$ cat src/rtl/ehl_gpio_pkg.sv
// rtl/ehl_gpio_pkg.sv - shared state encoding and helpers for the GPIO event queue
package ehl_gpio_pkg;

  typedef enum logic [2:0] {
    EVQ_IDLE     = 3'd0,
    EVQ_READ     = 3'd1,
    EVQ_CHECK    = 3'd2,
    EVQ_DISPATCH = 3'd3,
    EVQ_CLR      = 3'd4,
    EVQ_GUARD    = 3'd5
  } evq_state_t;

  function automatic int clog2(input int value);
    int r;
    r = 0;
    while ((1 << r) < value) r++;
    return r;
  endfunction

endpackage

$ cat src/rtl/ehl_gpio_prio_enc.sv
// rtl/ehl_gpio_prio_enc.sv - lowest-set-bit priority encoder, pin 0 has highest priority
module ehl_gpio_prio_enc import ehl_gpio_pkg::*; #(
  parameter int WIDTH = 32,
  localparam int IDXW = clog2(WIDTH)
) (
  input  logic [WIDTH-1:0] i_vec,
  output logic [IDXW-1:0]  o_idx,
  output logic [WIDTH-1:0] o_onehot,
  output logic             o_any,
  output logic             o_single
);

  always_comb begin
    o_idx = '0;
    // Scan downward so the lowest set bit is the last one written.
    for (int i = WIDTH - 1; i >= 0; i--) begin
      if (i_vec[i]) o_idx = i[IDXW-1:0];
    end
  end

  assign o_onehot = i_vec & (~i_vec + WIDTH'(1));
  assign o_any    = |i_vec;
  assign o_single = o_any && ((i_vec & (i_vec - WIDTH'(1))) == '0);

endmodule

$ cat src/rtl/ehl_gpio_evq.sv
// rtl/ehl_gpio_evq.sv - reads GIFR on interrupt, dispatches pending pins as events, clears each flag
module ehl_gpio_evq import ehl_gpio_pkg::*; #(
  parameter int         WIDTH        = 32,
  parameter logic [0:0] IFG_POLARITY = 1'b1,
  parameter int         READ_LATENCY = 0,
  localparam int        IDXW         = clog2(WIDTH)
) (
  input  logic             clk,
  input  logic             reset_n,
  input  logic             enable,
  input  logic             ifg,
  output logic             read_gifr,
  input  logic [WIDTH-1:0] data_out,
  output logic [WIDTH-1:0] clr_gifr,
  output logic             evt_valid,
  input  logic             evt_ready,
  output logic [IDXW-1:0]  evt_pin,
  output logic             evt_last,
  output logic             busy,
  output logic             spurious
);

  localparam logic RL_LAST = (READ_LATENCY != 0);

  evq_state_t       r_state;
  logic [WIDTH-1:0] r_pend;
  logic             r_wait;
  logic             r_read_gifr;
  logic [WIDTH-1:0] r_clr_gifr;
  logic             r_evt_valid;
  logic [IDXW-1:0]  r_evt_pin;
  logic             r_evt_last;
  logic             r_spurious;

  logic             w_irq_act;
  logic [IDXW-1:0]  w_idx;
  logic [WIDTH-1:0] w_onehot;
  logic             w_any;
  logic             w_single;

  assign w_irq_act = ~(ifg ^ IFG_POLARITY[0]);

  ehl_gpio_prio_enc #(.WIDTH(WIDTH)) u_prio_enc (
    .i_vec    (r_pend),
    .o_idx    (w_idx),
    .o_onehot (w_onehot),
    .o_any    (w_any),
    .o_single (w_single)
  );

  always_ff @(posedge clk or negedge reset_n) begin
    if (!reset_n) begin
      r_state     <= EVQ_IDLE;
      r_pend      <= '0;
      r_wait      <= 1'b0;
      r_read_gifr <= 1'b0;
      r_clr_gifr  <= '0;
      r_evt_valid <= 1'b0;
      r_evt_pin   <= '0;
      r_evt_last  <= 1'b0;
      r_spurious  <= 1'b0;
    end else begin
      case (r_state)
        EVQ_IDLE: begin
          if (enable && w_irq_act) begin
            r_state     <= EVQ_READ;
            r_read_gifr <= 1'b1;
            r_wait      <= 1'b0;
          end
        end
        EVQ_READ: begin
          if (r_wait == RL_LAST) begin
            r_pend      <= data_out;
            r_read_gifr <= 1'b0;
            r_state     <= EVQ_CHECK;
          end else begin
            r_wait <= 1'b1;
          end
        end
        EVQ_CHECK: begin
          if (!w_any) begin
            r_spurious <= 1'b1;
            r_state    <= EVQ_GUARD;
          end else begin
            r_evt_valid <= 1'b1;
            r_evt_pin   <= w_idx;
            r_evt_last  <= w_single;
            r_state     <= EVQ_DISPATCH;
          end
        end
        EVQ_DISPATCH: begin
          if (evt_ready) begin
            r_evt_valid <= 1'b0;
            r_clr_gifr  <= w_onehot;
            r_pend      <= r_pend & ~w_onehot;
            r_state     <= EVQ_CLR;
          end
        end
        EVQ_CLR: begin
          // r_pend already has the serviced bit removed here.
          r_clr_gifr <= '0;
          if (w_any) begin
            r_evt_valid <= 1'b1;
            r_evt_pin   <= w_idx;
            r_evt_last  <= w_single;
            r_state     <= EVQ_DISPATCH;
          end else begin
            r_state <= EVQ_GUARD;
          end
        end
        EVQ_GUARD: begin
          r_spurious <= 1'b0;
          r_state    <= EVQ_IDLE;
        end
        default: r_state <= EVQ_IDLE;
      endcase
    end
  end

  assign read_gifr = r_read_gifr;
  assign clr_gifr  = r_clr_gifr;
  assign evt_valid = r_evt_valid;
  assign evt_pin   = r_evt_pin;
  assign evt_last  = r_evt_last;
  assign spurious  = r_spurious;
  assign busy      = (r_state != EVQ_IDLE);

endmodule
$ cat config.mk
export PLATFORM = sky130hd
export DESIGN_NAME = ehl_gpio_evq
export DESIGN_NICKNAME = d
export VERILOG_FILES = /design/src/rtl/ehl_gpio_pkg.sv /design/src/rtl/ehl_gpio_prio_enc.sv /design/src/rtl/ehl_gpio_evq.sv
export SDC_FILE = /design/constraint.sdc
export NUM_CORES = 1
export LEC_CHECK = 0
export CORE_UTILIZATION = 55
export CTS_CLUSTER_DIAMETER = 40
export DETAILED_ROUTE_END_ITERATION = 10
export MAX_ROUTING_LAYER = met4
export PLACE_DENSITY = 0.83
export REMOVE_ABC_BUFFERS = 1
export SLEW_MARGIN = 20
export SYNTH_ARGS = -nofsm -noshare
export SYNTH_HDL_FRONTEND = slang
export SYNTH_HIERARCHICAL = 1
export SYNTH_SLANG_ARGS = --single-unit
export TNS_END_PERCENT = 100
$ cat constraint.sdc
create_clock -name clk -period 3.8 [get_ports clk]
set_input_delay 0.38 -clock clk [delete_from_list [all_inputs] [get_ports clk]]
set_output_delay 0.38 -clock clk [all_outputs]
set_load 0.05 [all_outputs]
Word-level counts from Yosys, hierarchy flattened
Cells that the tools add are included.

$add $sub $neg: 2. $mul: 0. Div/mod/pow operators: 0. Order comparisons: 0. Equality and inequality tests: 10. Shifts and indexed selects: 0. Muxes and demuxes: 53. Bitwise operators: 5. Reductions and logical operators: 20.

Operator list (count): two-way mux 5 bit (32); one-hot mux 32 bit (2 select lines) (2); AND 32 bit (3); two-way mux 32 bit (3); NOT 32 bit (2); adder 32 x 1 -> 32 bit (second input constant) (1); zero test 32 bit (1); OR reduction 32 bit (1); subtractor 32 x 1 -> 32 bit (second input constant) (1); two-way mux 3 bit (4); one-hot mux 3 bit (4 select lines) (1); AND reduction 3 bit (4); nonzero test 2 bit (5); != test 2 bit (second input constant) (4); one-hot mux 1 bit (2 select lines) (4); AND reduction 2 bit (4); two-way mux 1 bit (7); == test 3 x 2 -> 1 bit (second input constant) (2); == test 3 bit (second input constant) (2); == test 3 x 1 -> 1 bit (second input constant) (1); zero test 3 bit (1); nonzero test 3 bit (1); logical AND 1 bit (2); != test 2 x 1 -> 1 bit (second input constant) (1); OR reduction 2 bit (1).

Register bits after elaboration: 77. Latch bits: 0. RAM bits: 0. Memory bits (read-only): 0. Input bits: 37. Output and inout port bits: 42. Logic and storage cells: 99. Memories kept: 0.

Depth between registers and ports, before layout
Word-level depth: 32. Gate-level depth with buffers: 9. Depth with buffers taken out: 7.

Hierarchy
The synthesis kept the hierarchy.

Modules (own cells, without submodules): ehl_gpio_evq (times used 1, cells each 230, area each 3290.7 um2, sequential area each 1901.8 um2); ehl_gpio_prio_enc (times used 1, cells each 169, area each 1049.8 um2, sequential area each 0.0 um2).

Worst setup path after synthesis
Ideal clock, no wire load.

Path type: register to register. From: register r_pend[18]. To: register r_pend[31]. Setup time: 0.125 ns. Arrival time: 2.214 ns. Required time: 3.675 ns. Slack: 1.461 ns. Stages on the path, launching flop included: 8. Buffers on the path: 1. Period minus slack after synthesis: 2.339 ns. Cell sequence: dfrtp_1 -> clkbuf_1 -> or4_1 -> nor4_1 -> nand2_1 -> nor4b_1 -> a21boi_0 -> mux2_4.

Longest elaborated chain between the ends: 7.

Ends and longest elaborated chain: from (decl) (RTL line ehl_gpio_evq.sv:26) `logic [WIDTH-1:0] r_pend;`; from (signal assigned) (RTL line ehl_gpio_evq.sv:73) `r_pend <= data_out;`; from (signal assigned) (RTL line ehl_gpio_evq.sv:95) `r_pend <= r_pend & ~w_onehot;`; NOT 32 bit (RTL line ehl_gpio_prio_enc.sv:21) `assign o_onehot = i_vec & (~i_vec + WIDTH'(1));`; adder 32 x 1 -> 32 bit (RTL line ehl_gpio_prio_enc.sv:21); AND 32 bit (RTL line ehl_gpio_prio_enc.sv:21); net w_onehot[31] (RTL line ehl_gpio_evq.sv:37) `logic [WIDTH-1:0] w_onehot;`; NOT 32 bit (RTL line ehl_gpio_evq.sv:95); AND 32 bit (RTL line ehl_gpio_evq.sv:95); two-way mux 32 bit (RTL line ehl_gpio_evq.sv:92) `if (evt_ready) begin`; one-hot mux 32 bit (2 select lines) (RTL line ehl_gpio_evq.sv:63) `case (r_state)`.

The timed path passes the listed nets, and every way through them passes these cells. The select of a mux whose other input is x is not followed. A chain may end at the register's enable or synchronous reset.

Worst setup path in the final report
From: register r_pend[3]. To: register r_evt_pin[0] (netlist: evt_pin[0]).

Elaborated cells between the ends (all ways): 6. Classes of those cells: mux: 4; reduce/logical: 2.

RTL lines: OR reduction 32 bit (RTL line ehl_gpio_prio_enc.sv:22) `assign o_any = |i_vec;`; net w_any (RTL line ehl_gpio_evq.sv:38) `logic w_any;`; AND reduction 2 bit (no line); to (signal assigned) (RTL line ehl_gpio_evq.sv:86) `r_evt_pin <= w_idx;`; to (signal assigned) (RTL line ehl_gpio_evq.sv:104) `r_evt_pin <= w_idx;`; to (decl) (RTL line ehl_gpio_evq.sv:31) `logic [IDXW-1:0] r_evt_pin;`.

The timed path passes the listed nets, and every way through them passes these cells.

==> metrics.txt <==
# TYPE chip_impl_metric gauge
chip_impl_metric{name="vias_per_cell",unit=""} 6.01
chip_impl_metric{name="dp.final_hpwl",unit="mm"} 7.50
chip_impl_metric{name="antenna-diode-count",unit=""} 0
chip_impl_info{name="mostFrequentLayoutCell",value="clkdlybuf4s50_1"} 1
chip_impl_metric{name="skew",unit="ns"} 0.0145
chip_impl_metric{name="globalRouteOverflowTotal",unit=""} 0
chip_impl_info{name="setup.worst_path.end_class",value="flip-flop"} 1
chip_impl_metric{name="cts_hold_buf",unit=""} 0
chip_impl_metric{name="worst_endpoint_data_arrival_time",unit="ns"} 3.02
chip_impl_metric{name="timing.slew.headroom",unit="%"} 37.0
chip_impl_info{name="setup.worst_path.start_class",value="flip-flop"} 1
chip_impl_metric{name="initial_utilization",unit="%"} 56.5
chip_impl_metric{name="shortest_period_the_worst_path_allows",unit="ns"} 2.79
chip_impl_metric{name="achievable-frequency",unit="GHz"} 0.359
chip_impl_info{name="most-common-layout-cells",value="clkdlybuf4s50_1 (77), dfrtp_1 (76), a21boi_0 (33)"} 1
chip_impl_metric{name="drive_above_1_share",unit="%"} 15.5
chip_impl_metric{name="tritoncts.num_buffers",unit=""} 9
chip_impl_metric{name="grt.total_usage",unit="%"} 27.8
chip_impl_metric{name="drc",unit=""} 0
chip_impl_metric{name="firstDrtPassIters",unit=""} 5
chip_impl_metric{name="post-cts-setup-buffer-count",unit=""} 0
chip_impl_metric{name="synth_async_sr_flop_share",unit="%"} 100
chip_impl_metric{name="rows",unit=""} 32
chip_impl_metric{name="synth_cell_type_count",unit=""} 58
chip_impl_metric{name="dieWidth",unit="µm"} 90.8
chip_impl_metric{name="hold_viol",unit=""} 0
chip_impl_info{name="yosys_most_used_dff",value="dfrtp_1"} 1
chip_impl_metric{name="worst-slew-pin-transition",unit="ns"} 0.945
chip_impl_metric{name="final_cell_count_no_fill",unit=""} 574
chip_impl_metric{name="cts-htree-levels",unit=""} 3
chip_impl_metric{name="avgSynthCellArea",unit="µm²"} 10.9
chip_impl_metric{name="grt_antenna_before_repair",unit=""} 0
chip_impl_info{name="cts_root_buffer",value="clkbuf_8"} 1
chip_impl_metric{name="setup-tns-final",unit="ns"} 0
chip_impl_metric{name="internal-power",unit="mW"} 2.21
chip_impl_metric{name="cts.sinks",unit=""} 76
chip_impl_metric{name="finalWeightedCongestion",unit=""} 0.871
chip_impl_metric{name="detailroute.via_count",unit=""} 3450
chip_impl_metric{name="path_max_fanout",unit=""} 13
chip_impl_metric{name="synth_warnings",unit=""} 6
chip_impl_metric{name="synth_area",unit="mm²"} 0.00434
chip_impl_metric{name="synth.ff_latch_count",unit=""} 76
chip_impl_metric{name="pwr-share-clk",unit="%"} 15.7
chip_impl_info{name="rsz0062_at_grt",value="no"} 1
chip_impl_metric{name="worst-r2r-cell-count",unit=""} 7
chip_impl_metric{name="place_inst",unit=""} 558
chip_impl_metric{name="detail_route.wirelength",unit="mm"} 10.8
chip_impl_metric{name="comb_power_share",unit="%"} 45.2
chip_impl_metric{name="synth-seq-area-share",unit="%"} 43.8
chip_impl_metric{name="finalMaxSlewViolations",unit=""} 0
chip_impl_metric{name="setup_viol",unit=""} 0
chip_impl_metric{name="grt_first_pass_wirelength",unit="mm"} 17.5
chip_impl_metric{name="areaGrowthSynthToFinish",unit="%"} 22.1
chip_impl_metric{name="ir_drop",unit="mV"} 0.428
chip_impl_metric{name="count_of_flip_flops_with_a_built_in_enable_after_synthesis",unit=""} 0
chip_impl_metric{name="required",unit="ns"} 4.04
chip_impl_metric{name="power.switching_fraction",unit="%"} 43.5
chip_impl_metric{name="power.sequential.fraction",unit="%"} 39.0
chip_impl_metric{name="vias_in_the_first_global_route",unit=""} 3364
chip_impl_metric{name="period_share",unit="%"} 73.3
chip_impl_metric{name="power_leakage",unit="nW"} 2.30
chip_impl_metric{name="design.core.area",unit="mm²"} 0.00769
chip_impl_info{name="cts_tree",value="done"} 1
chip_impl_metric{name="fillCellCount",unit=""} 594
chip_impl_metric{name="detail_route.wl_per_cell",unit="µm"} 18.8
chip_impl_metric{name="number_of_buffers_added_on_ports",unit=""} 78
chip_impl_metric{name="floorplan.die_area",unit="mm²"} 0.00825
chip_impl_metric{name="grt_max_degree",unit=""} 77
chip_impl_metric{name="cts_repair_resize_count",unit=""} 0
chip_impl_metric{name="power_density_of_the_placed_cells",unit="mW/mm²"} 739
chip_impl_metric{name="post_synth_inst_count",unit=""} 399
chip_impl_metric{name="nets_finish",unit=""} 504
chip_impl_metric{name="cap_viol_max_count",unit=""} 0
chip_impl_info{name="holdCritPathClass",value="primary input to async pin"} 1
chip_impl_info{name="crit_path_kind",value="flip-flop to flip-flop"} 1
chip_impl_metric{name="floorplan.io_pins",unit=""} 79
chip_impl_metric{name="switchingPower",unit="mW"} 1.70
chip_impl_metric{name="drt_first_iter_violations",unit=""} 175
chip_impl_metric{name="clock_latency",unit="ns"} 0.35
chip_impl_metric{name="r2r_setup_slack",unit="ns"} 1.01
chip_impl_metric{name="clk_transition_reported_paths",unit="ns"} 0.09
chip_impl_info{name="run_status",value="finished clean"} 1
chip_impl_metric{name="cts.path.max_buffers",unit=""} 2
chip_impl_metric{name="dieHeight",unit="µm"} 90.8
chip_impl_metric{name="final_antenna_net_count",unit=""} 0
path summary, 6_finish.rpt:
check                                           start                       end
worst max-delay path            r_pend[3]$_DFFE_PN0P_    evt_pin[0]$_DFFE_PN0P_
worst min-delay path                          reset_n  clr_gifr[16]$_DFFE_PN0P_
worst max register to register  r_pend[3]$_DFFE_PN0P_    evt_pin[0]$_DFFE_PN0P_
worst min register to register  read_gifr$_DFFE_PN0P_     read_gifr$_DFFE_PN0P_
max in group asynchronous                     reset_n     r_pend[6]$_DFFE_PN0P_
min in group clk                read_gifr$_DFFE_PN0P_     read_gifr$_DFFE_PN0P_
power groups by stage:
stage	Sequential, mW	Combinational, mW	Clock [mW]
6_report	1.53	1.77	0.616
5_1_grt	1.58	1.90	0.655
4_1_cts	1.52	1.77	0.630
3_5_place_dp	1.53	1.76	0
3_3_place_gp	1.52	1.74	0
2_1_floorplan	1.59	1.16	0
per-layer routing:
layer	GRT usage, %	wire length, µm
met1	39.1	5100
met3	3.62	489
met2	42.0	5090
met4	8.99	121
met5	-	0
cell families (layout without fill, tap and decap cells):
group / after synthesis / count (layout) / synth area share, %
multiplexers: 39 / 39 / 12.6
AND/OR/NAND/NOR: 124 / 124 / 17.4
AO/OA/AOI/OAI: 121 / 121 / 20.7
XOR/XNOR: 1 / 1 / 0.202
buffers and inverters: 36 / 109 / 4.76
flip-flops: 76 / 76 / 43.8
adder cells (fa/ha/maj): 2 / 2 / 0.461
Yosys cell counts, types with 3 or more instances:
master | count | share of area [%]
mux2_2 | 9 | 2.3
a21oi_1 | 16 | 1.8
and2_1 | 4 | 0.58
a22o_1 | 32 | 6.5
buf_6 | 8 | 2.1
and3b_1 | 3 | 0.61
or4_1 | 3 | 0.52
nor3b_1 | 4 | 0.69
nand2_1 | 18 | 1.6
a22oi_1 | 4 | 0.69
dfrtp_1 | 76 | 44
buf_2 | 4 | 0.46
a31oi_1 | 3 | 0.43
o21ai_0 | 12 | 1.4
nor4_4 | 3 | 1.5
nor2b_1 | 4 | 0.58
a21boi_0 | 33 | 5.7
and3_1 | 8 | 1.2
o31ai_1 | 3 | 0.52
clkbuf_1 | 9 | 0.78
mux2_4 | 29 | 10
or3_1 | 3 | 0.43
nor2_1 | 32 | 2.8
nand3_1 | 4 | 0.46
o32ai_1 | 4 | 0.81
inv_1 | 12 | 1.0
nor3_1 | 12 | 1.4
nor4_1 | 5 | 0.72
nor4_2 | 3 | 0.86
sequential cells by signal, indices dropped and copies added, names as in the netlist:
name / count
clr_gifr: 32
evt_last: 1
r_state: 3
spurious: 1
evt_valid: 1
read_gifr: 1
evt_pin: 5
r_pend: 32
critical path, stage by stage, from the launching register on:
cell and delay [ns]:
dfrtp_1 0.46, nor4_4 0.61, nand4_4 0.32, nor2_2 0.32, nand2_1 0.17, nor2b_1 0.21
and2_1 0.27, mux2_2 0.31
per-stage QoR:
| step | area [µm²] | total power, mW | util [%] | hold WS (ns) | worst slack [ns] |
|---|---|---|---|---|---|
| floorplan | 4180 | 2.75 | - | 0.0844 | 1.49 |
| global placement | 5110 | 3.25 | 66.4 | 0.466 | 1.10 |
| detailed placement | 5110 | 3.29 | 66.4 | 0.478 | 1.01 |
| CTS | 5300 | 3.92 | 68.9 | 0.204 | 1.01 |
| global route | 5300 | 4.14 | 68.9 | 0.258 | 0.774 |
| finish | 5300 | 3.91 | 68.9 | 0.153 | 1.01 |
area by class of cell:
cell class	instances	area [µm²]	share of cell area (%)
inverter	12	45.0	0.850
timing repair buffer	81	801	15.1
clock inverter	6	65.1	1.23
clock buffer	10	128	2.41
multi-input combinational	287	2230	42.1
tap	102	128	2.41
sequential	76	1900	35.9
Note: power is estimated with default switching activity, not from simulation.
